## src/rtl/ysyx_22041412_lsu_pkg.sv

```systemverilog
// Shared LSU/ALU constants: RV64 opcodes, func3 width encodings, captured-op record.
// Latency: none (declarations only).
// Backpressure: n/a.
package ysyx_22041412_lsu_pkg;

    localparam logic [6:0] OPC_LOAD  = 7'b0000011;
    localparam logic [6:0] OPC_STORE = 7'b0100011;

    localparam logic [2:0] F3_B  = 3'b000;
    localparam logic [2:0] F3_H  = 3'b001;
    localparam logic [2:0] F3_W  = 3'b010;
    localparam logic [2:0] F3_D  = 3'b011;
    localparam logic [2:0] F3_BU = 3'b100;
    localparam logic [2:0] F3_HU = 3'b101;
    localparam logic [2:0] F3_WU = 3'b110;

    typedef enum logic [1:0] {
        KIND_ALU   = 2'd0,
        KIND_LOAD  = 2'd1,
        KIND_STORE = 2'd2
    } kind_e;

    // Everything the LSU needs about an accepted operation.
    typedef struct packed {
        kind_e       kind;
        logic [2:0]  func3;
        logic [63:0] addr;
        logic [63:0] wdata;
        logic [4:0]  rd;
    } op_t;

    function automatic kind_e decode_kind(input logic [6:0] opcode);
        case (opcode)
            OPC_LOAD:  return KIND_LOAD;
            OPC_STORE: return KIND_STORE;
            default:   return KIND_ALU;
        endcase
    endfunction

    // Natural alignment by access width (func3[1:0] encodes log2 of bytes).
    function automatic logic misaligned(input logic [2:0] func3, input logic [2:0] off);
        case (func3[1:0])
            2'b01:   return off[0];
            2'b10:   return |off[1:0];
            2'b11:   return |off;
            default: return 1'b0;
        endcase
    endfunction

endpackage

```

## src/rtl/ysyx_22041412_lsu_align.sv

```systemverilog
// Byte-lane alignment: store shift/mask generation and load shift/extension.
// Latency: purely combinational.
// Backpressure: none; outputs follow inputs.
module ysyx_22041412_lsu_align
    import ysyx_22041412_lsu_pkg::*;
(
    input  logic [2:0]  func3,
    input  logic [2:0]  offset,
    input  logic [63:0] st_data,
    input  logic [63:0] ld_raw,
    output logic [63:0] st_lane,
    output logic [7:0]  st_mask,
    output logic [63:0] ld_value
);

    logic [5:0]  bit_shift;
    logic [7:0]  size_mask;
    logic [63:0] ld_shift;

    assign bit_shift = {offset, 3'b000};

    // Store side: size mask moved onto the addressed lanes; bytes past lane 7 fall off.
    always_comb begin
        size_mask = 8'h00;
        case (func3)
            F3_B:    size_mask = 8'h01;
            F3_H:    size_mask = 8'h03;
            F3_W:    size_mask = 8'h0F;
            F3_D:    size_mask = 8'hFF;
            default: size_mask = 8'h00;
        endcase
        st_mask = size_mask << offset;
        st_lane = st_data << bit_shift;
    end

    // Load side: bring the addressed byte to lane 0, then extend by width/sign.
    always_comb begin
        ld_shift = ld_raw >> bit_shift;
        ld_value = 64'd0;
        case (func3)
            F3_B:    ld_value = {{56{ld_shift[7]}},  ld_shift[7:0]};
            F3_H:    ld_value = {{48{ld_shift[15]}}, ld_shift[15:0]};
            F3_W:    ld_value = {{32{ld_shift[31]}}, ld_shift[31:0]};
            F3_D:    ld_value = ld_shift;
            F3_BU:   ld_value = {56'd0, ld_shift[7:0]};
            F3_HU:   ld_value = {48'd0, ld_shift[15:0]};
            F3_WU:   ld_value = {32'd0, ld_shift[31:0]};
            default: ld_value = 64'd0;
        endcase
    end

endmodule

```

## src/rtl/ysyx_22041412_lsu.sv

```systemverilog
// Load/store unit: one aligned 64-bit bus transaction per load/store, ALU pass-through otherwise.
// Latency: non-memory op 1 cycle to out_valid; memory op 3 cycles best case (grows with bus stalls).
// Backpressure: in_ready only in IDLE; result held in DONE until out_ready. Option: YSYX_22041412_LSU_MISALIGN_EN.
module ysyx_22041412_lsu
    import ysyx_22041412_lsu_pkg::*;
(
    input  logic        clk,
    input  logic        rst,
    input  logic        in_valid,
    output logic        in_ready,
    input  logic [6:0]  in_opcode,
    input  logic [2:0]  in_func3,
    input  logic [63:0] in_result,
    input  logic [63:0] in_wdata,
    input  logic [4:0]  in_rd,
    output logic        mem_req_valid,
    input  logic        mem_req_ready,
    output logic [63:0] mem_addr,
    output logic        mem_wen,
    output logic [63:0] mem_wdata,
    output logic [7:0]  mem_wmask,
    input  logic        mem_rsp_valid,
    input  logic [63:0] mem_rdata,
    output logic        out_valid,
    input  logic        out_ready,
    output logic [63:0] out_data,
    output logic [4:0]  out_rd,
    output logic        out_wen,
    output logic        out_exc
);

    typedef enum logic [1:0] {
        S_IDLE = 2'd0,
        S_REQ  = 2'd1,
        S_WAIT = 2'd2,
        S_DONE = 2'd3
    } state_e;

    state_e      state_q, state_d;
    op_t         op_q;
    kind_e       in_kind;
    logic        in_misalign;
    logic        accept;
    logic        go_done;
    logic        rsp_done;
    logic        is_store;
    logic [63:0] st_lane;
    logic [7:0]  st_mask;
    logic [63:0] ld_value;

    assign in_kind  = decode_kind(in_opcode);
    assign accept   = in_valid && in_ready;
`ifdef YSYX_22041412_LSU_MISALIGN_EN
    assign in_misalign = (in_kind != KIND_ALU) && misaligned(in_func3, in_result[2:0]);
`else
    assign in_misalign = 1'b0;
`endif
    // Ops that finish without touching the bus.
    assign go_done  = accept && ((in_kind == KIND_ALU) || in_misalign);
    assign rsp_done = (state_q == S_WAIT) && mem_rsp_valid;
    assign is_store = (op_q.kind == KIND_STORE);

    ysyx_22041412_lsu_align u_align (
        .func3    (op_q.func3),
        .offset   (op_q.addr[2:0]),
        .st_data  (op_q.wdata),
        .ld_raw   (mem_rdata),
        .st_lane  (st_lane),
        .st_mask  (st_mask),
        .ld_value (ld_value)
    );

    // Request fields come straight from the captured op, so they are stable through REQ.
    assign mem_addr  = {op_q.addr[63:3], 3'b000};
    assign mem_wen   = is_store;
    assign mem_wdata = is_store ? st_lane : 64'd0;
    assign mem_wmask = is_store ? st_mask : 8'h00;

    // FSM state register.
    always_ff @(posedge clk or posedge rst) begin
        if (rst) state_q <= S_IDLE;
        else     state_q <= state_d;
    end

    // FSM next state and handshake outputs; mem_req_valid is masked by reset directly.
    always_comb begin
        state_d       = state_q;
        in_ready      = 1'b0;
        mem_req_valid = 1'b0;
        unique case (state_q)
            S_IDLE: begin
                in_ready = 1'b1;
                if (in_valid) state_d = go_done ? S_DONE : S_REQ;
            end
            S_REQ: begin
                mem_req_valid = !rst;
                if (mem_req_ready) state_d = S_WAIT;
            end
            S_WAIT: if (mem_rsp_valid) state_d = S_DONE;
            S_DONE: if (out_ready) state_d = S_IDLE;
            default: state_d = S_IDLE;
        endcase
    end

    // Operation capture and registered writeback result.
    always_ff @(posedge clk or posedge rst) begin
        if (rst) begin
            op_q      <= '0;
            out_valid <= 1'b0;
            out_data  <= 64'd0;
            out_rd    <= 5'd0;
            out_wen   <= 1'b0;
        end else begin
            if (accept) begin
                op_q <= '{kind: in_kind, func3: in_func3, addr: in_result,
                          wdata: in_wdata, rd: in_rd};
            end
            if (go_done) begin
                out_valid <= 1'b1;
                out_data  <= in_result;
                out_rd    <= in_misalign ? 5'd0 : in_rd;
                out_wen   <= !in_misalign;
            end else if (rsp_done) begin
                out_valid <= 1'b1;
                out_data  <= is_store ? 64'd0 : ld_value;
                out_rd    <= is_store ? 5'd0 : op_q.rd;
                out_wen   <= !is_store;
            end else if ((state_q == S_DONE) && out_ready) begin
                out_valid <= 1'b0;
            end
        end
    end

`ifdef YSYX_22041412_LSU_MISALIGN_EN
    logic exc_q;
    // Exception flag tracks whichever result is being presented.
    always_ff @(posedge clk or posedge rst) begin
        if (rst)           exc_q <= 1'b0;
        else if (go_done)  exc_q <= in_misalign;
        else if (rsp_done) exc_q <= 1'b0;
    end
    assign out_exc = exc_q;
`else
    assign out_exc = 1'b0;
`endif

endmodule

```

## config.mk

```make
export PLATFORM = sky130hd
export DESIGN_NAME = ysyx_22041412_lsu
export DESIGN_NICKNAME = d
export VERILOG_FILES = /design/src/rtl/ysyx_22041412_lsu_pkg.sv /design/src/rtl/ysyx_22041412_lsu_align.sv /design/src/rtl/ysyx_22041412_lsu.sv
export SDC_FILE = /design/constraint.sdc
export NUM_CORES = 1
export LEC_CHECK = 0
export ABC_AREA = 1
export BUFFER_PORTS_ARGS = -buffer_cell sky130_fd_sc_hd__buf_2
export CAP_MARGIN = 20
export CORE_MARGIN = 2
export CORE_UTILIZATION = 52
export CTS_CLUSTER_DIAMETER = 100
export DETAILED_ROUTE_END_ITERATION = 6
export GPL_ROUTABILITY_DRIVEN = 0
export GPL_TIMING_DRIVEN = 0
export MAX_ROUTING_LAYER = met4
export PLACE_DENSITY = 0.81
export SETUP_SLACK_MARGIN = 0.1
export SYNTH_ARGS = -nofsm -noshare
export SYNTH_HDL_FRONTEND = slang
export SYNTH_SLANG_ARGS = --single-unit
```

## constraint.sdc

```tcl
create_clock -name clk -period 7.55 [get_ports clk]
set_clock_uncertainty 0.2 [all_clocks]
set_input_delay 0.755 -clock clk [delete_from_list [all_inputs] [get_ports clk]]
set_output_delay 0.755 -clock clk [all_outputs]
set_load 0.05 [all_outputs]
```

==> results of run 1 <==
==> cell type report <==
class	instances	area (um2)	area share
repair buffers	420	2120	0.127
well taps	330	413	0.0247
clock buffers	33	676	0.0404
diodes	14	35.0	0.00209
plain buffers	203	1150	0.0687
inverters	105	404	0.0242
multi-input cells	1469	6500	0.389
flip-flops and latches	211	5280	0.316
clock inverters	9	145	0.00868
==> stage by stage <==
stage                     total power, uW  hold slack [ns]  cells  area, um2   util
after floorplan                      5700            0.249   1988      13300      -
after global placement               6950            0.261   2737      15800  0.629
after detailed placement             7050            0.266   2738      15900  0.630
after CTS                            8310            0.193   2780      16700  0.663
after global routing                 8920            0.217   2792      16700  0.664
final                                8460            0.135   2794      16700  0.664
==> cell usage after synthesis <==
library cell  instances  area, um2
a211oi_1              1       7.51
a21oi_1              24        120
a21oi_2               1       8.76
a221oi_1              1       8.76
a22o_1               15        131
a22oi_1               8       60.1
a31oi_1               1       6.26
buf_1                 9       33.8
buf_2                49        245
buf_4                73        548
buf_6                 7       78.8
clkbuf_1             65        244
clkinv_1              1       3.75
conb_1                1       3.75
dfrtp_1             211       5280
ha_1                  4       50.1
inv_1               101        379
inv_2                 2       7.51
inv_4                 1       6.26
mux2i_1              17        170
nand2_1             956       3590
nand2_2               2       12.5
nand2_4               1       11.3
nand3_1             131        656
nand3_2               2       20.0
nand3_4               1       17.5
nand3b_1              1       7.51
nand4_1              41        257
nor2_1               75        282
nor2_2                2       12.5
nor2_4                1       11.3
nor2_8                2       40.0
nor3_1                1       5.00
nor3_2                1       10.0
o211ai_1             30        225
o21ai_0              99        495
o21ai_1              16       80.1
o22ai_1              31        194
==> layer usage <==
layer  track usage  vias to the layer above  routed length [um]
li1              -                     7181                   -
met1         0.464                     7072               19200
met2         0.629                     1167               24300
met3        0.0745                      293                5840
met4         0.230                        0                3750
met5             -                        -                   0
==> worst paths after layout <==
kind                                                from                        to  cells after the start
worst max-delay path                op_q[70]$_DFFE_PP0P_             mem_wdata[40]                      7
worst min-delay path                                 rst  mem_addr[61]$_DFFE_PP0P_                      2
worst max register to register    state_q[0]$_DFFE_PP0P_      op_q[41]$_DFFE_PP0P_                      8
worst min register to register  mem_addr[35]$_DFFE_PP0P_  mem_addr[35]$_DFFE_PP0P_                      2
max in group asynchronous                            rst  mem_addr[12]$_DFFE_PP0P_                      3
min in group clk                             in_wdata[1]       op_q[6]$_DFFE_PP0P_                      3
==> where the power goes <==
group | internal (uW) | total [uW] | leakage (uW) | switching [uW]
sequential | 1640 | 2010 | 0.00265 | 369
combinational | 1510 | 5220 | 0.00656 | 3710
clock | 758 | 1230 | 0.000406 | 474
==> kinds of logic (layout without fill, tap and decap cells) <==
logic type / Yosys count / after routing / synth area share
compound gates: 227 / 227 / 0.100
mux: 17 / 17 / 0.0128
flops: 211 / 211 / 0.396
buf+inv: 308 / 770 / 0.116
simple gates: 1217 / 1217 / 0.370
fa+ha+maj: 4 / 4 / 0.00376
other cells: 1 / 18 / 0.000282
==> worst register-to-register path, stage by stage, from the launching register on <==
cell	delay [ns]
dfrtp_1	0.40
inv_1	0.11
ha_1	0.21
nand2_1	0.14
inv_1	0.15
clkbuf_1	0.81
clkbuf_1	0.45
nand2_1	0.16
nand2_1	0.09
==> state kept, by name (all words and copies together) (netlist names) <==
name,count
mem_addr,61
state_q,2
op_q,77
out_rd,5
out_data,64
out_valid,1
out_wen,1
==> results.md, run 1 <==
- Final TNS setup: 0 ns
- CP max FO: 10
- Total number of vias: 15,713
- Worst Setup Start Kind: flip-flop
- Wire length of the first global-routing pass: 78,800 um
- Post-DR vias/cell: 5.62
- Slowest-stage cell, CP: o21ai_0
- Top delay family on crit path: buffers and inverters
- Max Clk Rate: 260 MHz
- Starting Density: 0.529
- PD cells: slightly above 500 nW/um2
- Post-Syn Area: between 10,000 and 15,000 um2
- Failing checks: DRC
- Type of the worst min-delay path: primary input to asynchronous set/reset pin
- Final setup viols: 0
- Final #Nets: 2,651
- Crit share post-route: 0.510
- Core area: between 20,000 and 30,000 um2
- CP max stage delay: 0.45 ns
- Share of layout cells above drive strength 1: 0.246
- Initial antenna violation count: 12
- GRT Overall Usage: 0.393
- Ports: 424
- Arr. time, crit path: 2.89 ns
- Run status: finished with violations
- Clock sinks: 211
- Layout area overhead: 25.6%
- Most Frequent Cell on Critical Path: buf_2
- Hold_buf cts: 0
- Worst-margin pin slew: 1.11 ns
- Number of cell rows: 58
- Fin crit period: between 3 and 4 ns
- Worst Setup Slack, final: about 3.7 ns
- R2R Setup Slk: 4.79 ns
- Most frequent cells in the layout: 956 x nand2_1, 468 x buf_2, 211 x dfrtp_1
- RSZ-0062 raised after global routing: no
- Clock tree from TritonCTS: done
- Relative slew slack: 0.261
- Port-buffer cells: 419
- CP cell instances: inv_2 > buf_2 > buf_2 > buf_2 > nand2_1 > o21ai_0 > buf_2
- Chip width: approximately 160 um
- Iteration-0 DRC count of the detailed router: 1,968
- Filler Cell Count: approximately 2,300
- Worst path bufs/invs: 5
- Leak Pwr: 0.00961 uW
- Pre-antenna DRT Iters: 7
- Yosys warns: 0
- Largest net degree at the start of global routing: 111
- Synth Instances: 1,985
- DP HPWL: 41,100 um
- Clock slew at reported path FFs: around 0.06 ns
- Maximum root-to-sink buffer count: 3
- Synth Register Bits: 211
- Post-synth cell types: 38
- Total grt overflow: 0
- CTS H-Tree Depth: 1
- Most common cell after layout, fill and taps aside: nand2_1
- Sequential area share after synthesis: 0.396
- Hold Fails Final Rpt: 0
- Vias in the first global route: 14,760
- Clock root cell: clkbuf_16
- Die Span Y: 164 um
- Die Area: roughly 27,000 um2
- Mean Syn Cell Area: between 6 and 7 um2
- Crit path kind: flip-flop to primary output
- Total setup buffers inserted after CTS: 0
- Clk_lat worst skew: between 0.5 and 0.6 ns
- Total CTS buffers: 24
- Drt wl/cell: 19.0 um
- Max-cap violations: 0
- Post-Route WL: 53,100 um
- Drc violations: 18
- PostCTS Resize Cnt: 0
- Setup WS pre-CTS: 4.31 ns
- Req. time, crit path: 6.59 ns
- VDD IR-drop max: 0.000265 V
- Worst setup EP type: primary output
- Slew Limit Fails: 0
- DRT antenna net count: 0
Power figures use the tool's default switching activity.
==> run 2: changes to the inputs <==
ABC_AREA = 0   (was 1)
CORE_UTILIZATION = 47   (was 52)
PLACE_DENSITY = 0.77   (was 0.81)
clock period = 3.4 ns   (was 7.55 ns; I/O delays follow)
==> results.md, run 2 <==
- RR Endpoint: out_data[42]$_DFFE_PP0P_ (was op_q[41]$_DFFE_PP0P_)
- Top_reg_cell synth: dfrtp_1 (unchanged)
- Max-cap violations: 0 (unchanged)
- Synth Instances: 1,489 (was 1,985)
- Yosys warns: 0 (unchanged)
- RSZ-0062 raised after global routing: yes (was no)
- Tot Pwr: 19,800 uW (was 8460 uW)
- Drt wl/cell: 24.2 um (was 19.0 um)
- Worst path bufs/invs: 5 (unchanged)
- Largest Register: op_q (unchanged)
- Relative slew slack: 0.338 (was 0.261)
- Total grt overflow: 0 (unchanged)
- Clock sinks: 211 (unchanged)
- Maximum root-to-sink buffer count: 3 (unchanged)
- Final hold slack: -0.000298 ns (was 0.135 ns)
- Arr. time, crit path: 2.78 ns (was 2.89 ns)
- Worst setup EP type: primary output (unchanged)
- Mean Syn Cell Area: 9.01 um2 (was 6.71 um2)
- GRT Overall Usage: 0.401 (was 0.393)
- Crit path kind: flip-flop to primary output (unchanged)
- Synth Register Bits: 211 (unchanged)
- CP max stage delay: 0.43 ns (was 0.45 ns)
- Sequential area share after synthesis: 0.394 (was 0.396)
- Req. time, crit path: 2.86 ns (was 6.59 ns)
- Min-delay src: in_result[35]
- Layout area overhead: 38.1% (was 25.6%)
- Fin crit period: 3.32 ns
- Number of cell rows: 61 (was 58)
- Post-synth cell types: 63 (was 38)
- Post-DR vias/cell: 6.06 (was 5.62)
- Layout Cells excl Fill: 2,482 (was 2,794)
- Largest net degree at the start of global routing: 43 (was 111)
- Post-synthesis async set-or-reset flop share: 1.00 (unchanged)
- Final setup viols: 0 (unchanged)
- Max reg flops: 77 (unchanged)
- Cell taking the most area after synthesis: dfrtp_1 (unchanged)
- Hold Path Sink: mem_addr[35]$_DFFE_PP0P_
- Slowest-stage cell, CP: dfrtp_1 (was o21ai_0)
- Worst-margin pin slew: 0.993 ns (was 1.11 ns)
- Final #Nets: 2,293 (was 2,651)
- Area share of the leading cell type in the synthesized netlist: 0.394 (was 0.396)
- Clock slew at reported path FFs: 0.07 ns (was 0.06 ns)
- Share of layout cells above drive strength 1: 0.330 (was 0.246)
- R2R Setup Slk: 0.37 ns (was 4.79 ns)
- Worst Setup Start Kind: flip-flop (unchanged)
- Hold path depth: 3
- R2R cell count: 9 (was 8)
- CP cell instances: clkbuf_4 > buf_6 > clkbuf_4 > buf_4 > a21oi_1 > mux2i_1 > nor2_1 > buf_4 (was inv_2 > buf_2 > buf_2 > buf_2 > nand2_1 > o21ai_0 > buf_2)
- Ports: 424 (unchanged)
- CTS H-Tree Depth: 1 (unchanged)
- Cells taking the most area after synthesis: dfrtp_1 39%, nand2_1 11%, mux2i_1 7.7% (was dfrtp_1 40%, nand2_1 27%, nand3_1 4.9%)
- Initial antenna violation count: 9 (was 12)
- Clock root cell: clkbuf_16 (unchanged)
- Wire length of the first global-routing pass: 88,800 um (was 78,800 um)
- Hold Fails Final Rpt: 1 (was 0)
- Top delay family on crit path: buffers and inverters (unchanged)
- CP max FO: 10 (unchanged)
- Iteration-0 DRC count of the detailed router: 2,124 (was 1,968)
- Pre-antenna DRT Iters: 7 (unchanged)
- Drc violations: 0 (was 18)
- Post-Syn Area: 13,400 um2 (was 13,300 um2)
- Clock tree from TritonCTS: done (unchanged)
- Worst r2r src: state_q[1]$_DFFE_PP0P_ (was state_q[0]$_DFFE_PP0P_)
- Leak Pwr: 0.00947 uW (was 0.00961 uW)
- Slew Limit Fails: 0 (unchanged)
- Post-synth EDFFs: 0 (unchanged)
- Filler Cell Count: 2,252 (was 2,279)
- Count leader, synth: nand2_1 (unchanged)
- DP HPWL: 44,600 um (was 41,100 um)
- Starting Density: 0.480 (was 0.529)
- Chip width: 173 um (was 164 um)
- Crit share post-route: 0.976
- Die Span Y: 173 um (was 164 um)
- Type of the worst min-delay path: primary input to flip-flop (was primary input to asynchronous set/reset pin)
- Die Area: 29,900 um2 (was 26,900 um2)
- Setup WS pre-CTS: -0.154 ns (was 4.31 ns)
- Most frequent cells after synthesis: 383 x nand2_1, 211 x dfrtp_1, 103 x mux2i_1 (was 956 x nand2_1, 211 x dfrtp_1, 131 x nand3_1)
- DRT antenna net count: 0 (unchanged)
- Core area: 27,900 um2 (was 25,200 um2)
- Post-Route WL: 60,000 um (was 53,100 um)
- Most frequent cells in the layout: 435 x buf_2, 382 x nand2_1, 211 x dfrtp_1 (was 956 x nand2_1, 468 x buf_2, 211 x dfrtp_1)
- Total number of vias: 15,038 (was 15,713)
- Placed insts: 2,294 (was 2,738)
- Clk_lat worst skew: 0.55 ns (was 0.53 ns)
- Most common cell after layout, fill and taps aside: buf_2 (was nand2_1)
- Port-buffer cells: 419 (unchanged)
- Max Clk Rate: 301 MHz
- Total CTS buffers: 25 (was 24)
- VDD IR-drop max: 0.000417 V (was 0.000265 V)
- PD cells: 1070 nW/um2 (was 506 nW/um2)
- Failing checks: hold timing (was DRC)
- Final TNS setup: 0 ns (unchanged)
- Run status: finished with violations (unchanged)
- Worst Setup Slack, final: 0.0808 ns (was 3.70 ns)
- Vias in the first global route: 14,981 (was 14,760)
-- run 2: changes by cell type after synthesis, sizes merged, moves of 19 or more --
| cell | change |
|---|---|
| o21ai | -78 |
| nand4 | -31 |
| inv | -94 |
| and2 | +34 |
| a211oi | +22 |
| and3 | +51 |
| mux2 | +19 |
| nand3 | -113 |
| mux4 | +39 |
| nand2 | -576 |
| mux2i | +86 |
| a21oi | +28 |
| a21o | +24 |
| o22ai | -21 |
-- run 2: report_power, final --
group          switching (uW)  total (uW)  internal [uW]
clock                    1150        2790           1640
sequential               1060        4770           3710
combinational            8020       12300           4260
total                   10200       19800           9610
-- run 2: final cells by class --
type	count	area [um2]	share of cell area
Tap cell	378	473	0.0255
Inverter	10	41.3	0.00223
Timing Repair Buffer	558	3570	0.193
Sequential cell	211	5280	0.285
Antenna cell	10	25.0	0.00135
Clock inverter	11	128	0.00689
Multi-Input combinational cell	1079	7090	0.383
Clock buffer	34	719	0.0388
Buffer	191	1200	0.0646
-- run 2: repair_timing --
item                       CTS  global route
hold endpoints to repair   235             0
resized for setup           47            36
setup buffers                0             0
hold buffers               134             0
setup endpoints to repair   72            81
pin swaps                    2             3
-- run 2: worst max path at each step --
stage                    startpoint                  endpoint  slack [ns]  depth (start not counted)
2_1_floorplan                   rst  mem_addr[10]$_DFFE_PP0P_        0.12                          1
3_3_place_gp                    rst      op_q[65]$_DFFE_PP0P_       -1.28                          2
3_5_place_dp   op_q[69]$_DFFE_PP0P_              mem_wmask[1]       -0.15                          7
4_1_cts        op_q[69]$_DFFE_PP0P_              mem_wmask[5]        0.09                          7
5_1_grt        op_q[69]$_DFFE_PP0P_             mem_wdata[63]        0.06                          8
6_report       op_q[69]$_DFFE_PP0P_             mem_wdata[63]        0.08                          8
-- run 2: routing by layer --
layer | GRT usage | share of wire | vias up
met5 | - | 0 | -
met3 | 0.107 | 0.12 | 357
met1 | 0.445 | 0.34 | 7027
met2 | 0.638 | 0.46 | 1291
li1 | - | - | 6363
met4 | 0.262 | 0.085 | 0
-- run 2: worst min-delay path: stages --
cell and delay [ns]:
buf_2 0.08, and3_1 0.19, a21o_1 0.10
-- run 2: cell families (layout without fill, tap and decap cells) --
family	after synthesis	count (layout)	share of synthesized area
simple gates	646	646	0.217
flops	211	211	0.394
buf+inv	202	804	0.0844
other cells	1	14	0.000280
fa+ha+maj	4	4	0.00373
mux	161	161	0.159
compound gates	264	264	0.142
-- run 2: per-stage QoR --
step | utilization | area [um2]
final | 0.663 | 18500
after global placement | 0.573 | 16000
after CTS | 0.659 | 18400
after global routing | 0.663 | 18500
after floorplan | - | 13400
after detailed placement | 0.577 | 16100
==> run 3: changes to the inputs <==
CORE_UTILIZATION = 52   (was 47)
PLACE_DENSITY = 0.81   (was 0.77)
SLEW_MARGIN = 10   (was not set)
clock period = 3.6 ns   (was 3.4 ns; I/O delays follow)
==> results.md, run 3 (synthesized netlist as in run 2, its figures left out) <==
- Hold path depth: 3 (unchanged)
- Post-DR vias/cell: 6.27 (was 6.06)
- Number of cell rows: 58 (was 61)
- Worst setup EP type: primary output (unchanged)
- Relative slew slack: 0.336 (was 0.338)
- Wire length of the first global-routing pass: 87,500 um (was 88,800 um)
- CP max stage delay: 0.42 ns (was 0.43 ns)
- Total grt overflow: 0 (unchanged)
- Hold Path Sink: mem_addr[38]$_DFFE_PP0P_ (was mem_addr[35]$_DFFE_PP0P_)
- R2R Setup Slk: 0.43 ns (was 0.37 ns)
- Largest Register: op_q (unchanged)
- DRT antenna net count: 0 (unchanged)
- Run status: finished, final reports clean (was finished with violations)
- Crit share post-route: 0.975
- Total number of vias: 15,237 (was 15,038)
- Final TNS setup: 0 ns (unchanged)
- CP cell instances: buf_2 > clkbuf_4 > clkbuf_4 > nor2_1 > o21ba_2 > nor3_1 > buf_2 (was clkbuf_4 > buf_6 > clkbuf_4 > buf_4 > a21oi_1 > mux2i_1 > nor2_1 > buf_4)
- PD cells: 1010 nW/um2 (was 1070 nW/um2)
- Worst r2r src: state_q[1]$_DFFE_PP0P_ (unchanged)
- Setup WS pre-CTS: 0.0502 ns (was -0.154 ns)
- RSZ-0062 raised after global routing: no (was yes)
- Clk_lat worst skew: 0.54 ns (was 0.55 ns)
- RR Endpoint: state_q[1]$_DFFE_PP0P_ (was out_data[42]$_DFFE_PP0P_)
- Drc violations: 0 (unchanged)
- Port-buffer cells: 419 (unchanged)
- Post-Route WL: 60,200 um (was 60,000 um)
- GRT Overall Usage: 0.447 (was 0.401)
- Vias in the first global route: 14,860 (was 14,981)
- Clock sinks: 211 (unchanged)
- Share of layout cells above drive strength 1: 0.328 (was 0.330)
- Worst-margin pin slew: 0.996 ns (was 0.993 ns)
- Clock tree from TritonCTS: done (unchanged)
- DP HPWL: 43,900 um (was 44,600 um)
- Clock slew at reported path FFs: 0.06 ns (was 0.07 ns)
- Largest net degree at the start of global routing: 39 (was 43)
- Starting Density: 0.531 (was 0.480)
- Total CTS buffers: 24 (was 25)
- Slowest-stage cell, CP: nor3_1 (was dfrtp_1)
- Tot Pwr: 18,400 uW (was 19,800 uW)
- R2R cell count: 9 (unchanged)
- Final #Nets: 2,284 (was 2,293)
- Fin util: 0.723 (was 0.663)
- Slew Limit Fails: 0 (unchanged)
- CTS H-Tree Depth: 1 (unchanged)
- CP max FO: 10 (unchanged)
- Pre-antenna DRT Iters: 7 (unchanged)
- Arr. time, crit path: 2.95 ns (was 2.78 ns)
- Crit path kind: flip-flop to primary output (unchanged)
- Chip width: 165 um (was 173 um)
- Fin crit period: 3.51 ns
- Final Instance Area: 18,200 um2 (was 18,500 um2)
- Most frequent cells in the layout: 444 x buf_2, 382 x nand2_1, 211 x dfrtp_1 (was 435 x buf_2, 382 x nand2_1, 211 x dfrtp_1)
- Hold Fails Final Rpt: 0 (was 1)
- Leak Pwr: 0.00939 uW (was 0.00947 uW)
- Most common cell after layout, fill and taps aside: buf_2 (unchanged)
- Max Clk Rate: approximately 290 MHz
- Die Span Y: 165 um (was 173 um)
- Max-cap violations: 0 (unchanged)
- Ports: 424 (unchanged)
- Maximum root-to-sink buffer count: 3 (unchanged)
- Layout area overhead: 36.1% (was 38.1%)
- Worst Setup Start Kind: flip-flop (unchanged)
- Placed Instance Area: 16,100 um2 (about the same)
- Worst Setup Slack, final: 0.0915 ns (was 0.0808 ns)
- Clock root cell: clkbuf_16 (unchanged)
- Core area: 25,300 um2 (was 27,900 um2)
- Req. time, crit path: 3.04 ns (was 2.86 ns)
- Min-delay src: in_result[38] (was in_result[35])
- Die Area: 27,100 um2 (was 29,900 um2)
- Initial antenna violation count: 17 (was 9)
- Total setup buffers inserted after CTS: 0 (unchanged)
- Drt wl/cell: 24.8 um (was 24.2 um)
- Type of the worst min-delay path: primary input to flip-flop (unchanged)
- Max reg flops: 77 (unchanged)
- Final setup viols: 0 (unchanged)
- Iteration-0 DRC count of the detailed router: 2,141 (was 2,124)
- VDD IR-drop max: 0.000645 V (was 0.000417 V)
## run 3: through the flow
step,hold slack [ns],instances
finish,0.00105,2431
global route,0.00374,2431
CTS,0.000925,2414
detailed placement,0.261,2247
global placement,0.252,2241
floorplan,0.240,1492
## run 3: worst max-delay path: cells and delay by family (launching register included)
kind	cells	cell delay (ns)
compound gates	1	0.25
buf+inv	4	1.23
flops	1	0.40
simple gates	2	0.51
## run 3: where the power goes
| part | total [uW] | internal (uW) | switching (uW) |
|---|---|---|---|
| clock | 2420 | 1360 | 1070 |
| sequential | 4480 | 3500 | 977 |
| combinational | 11500 | 3960 | 7580 |
## run 3: worst max-delay path by stage
stage,slack [ns],start,to,cells past startpoint
6_report,0.09,op_q[69]$_DFFE_PP0P_,mem_wmask[3],7
5_1_grt,0.07,op_q[69]$_DFFE_PP0P_,mem_wdata[62],8
4_1_cts,0.07,op_q[71]$_DFFE_PP0P_,mem_wmask[5],8
3_5_place_dp,0.05,op_q[69]$_DFFE_PP0P_,mem_wmask[5],7
3_3_place_gp,-1.02,rst,op_q[9]$_DFFE_PP0P_,2
2_1_floorplan,0.30,rst,mem_addr[10]$_DFFE_PP0P_,1
## run 3: final cells by class
class                           instances  area (um2)
Sequential cell                       211        5280
Antenna cell                           17        42.5
Multi-Input combinational cell       1079        7070
Buffer                                192        1150
Timing Repair Buffer                  549        3470
Tap cell                              330         413
Clock inverter                         12        85.1
Clock buffer                           31         687
Fill cell                            1879        7010
Inverter                               10        41.3
## run 3: repair_timing
action | 4_1_cts | 5_1_grt
hold buffers | 124 | 0
hold endpoints to repair | 192 | 0
pin swaps | 0 | 2
setup endpoints to repair | 33 | 39
gates resized for setup | 16 | 40
## run 3: routing by layer
| layer | vias to the layer above | share of wire | wire [um] | global-route usage |
|---|---|---|---|---|
| li1 | 6343 | - | - | - |
| met1 | 7097 | 0.33 | 19700 | 0.493 |
| met2 | 1409 | 0.46 | 27400 | 0.700 |
| met3 | 388 | 0.13 | 7590 | 0.125 |
| met4 | 0 | 0.092 | 5530 | 0.319 |
| met5 | - | 0 | 0 | - |
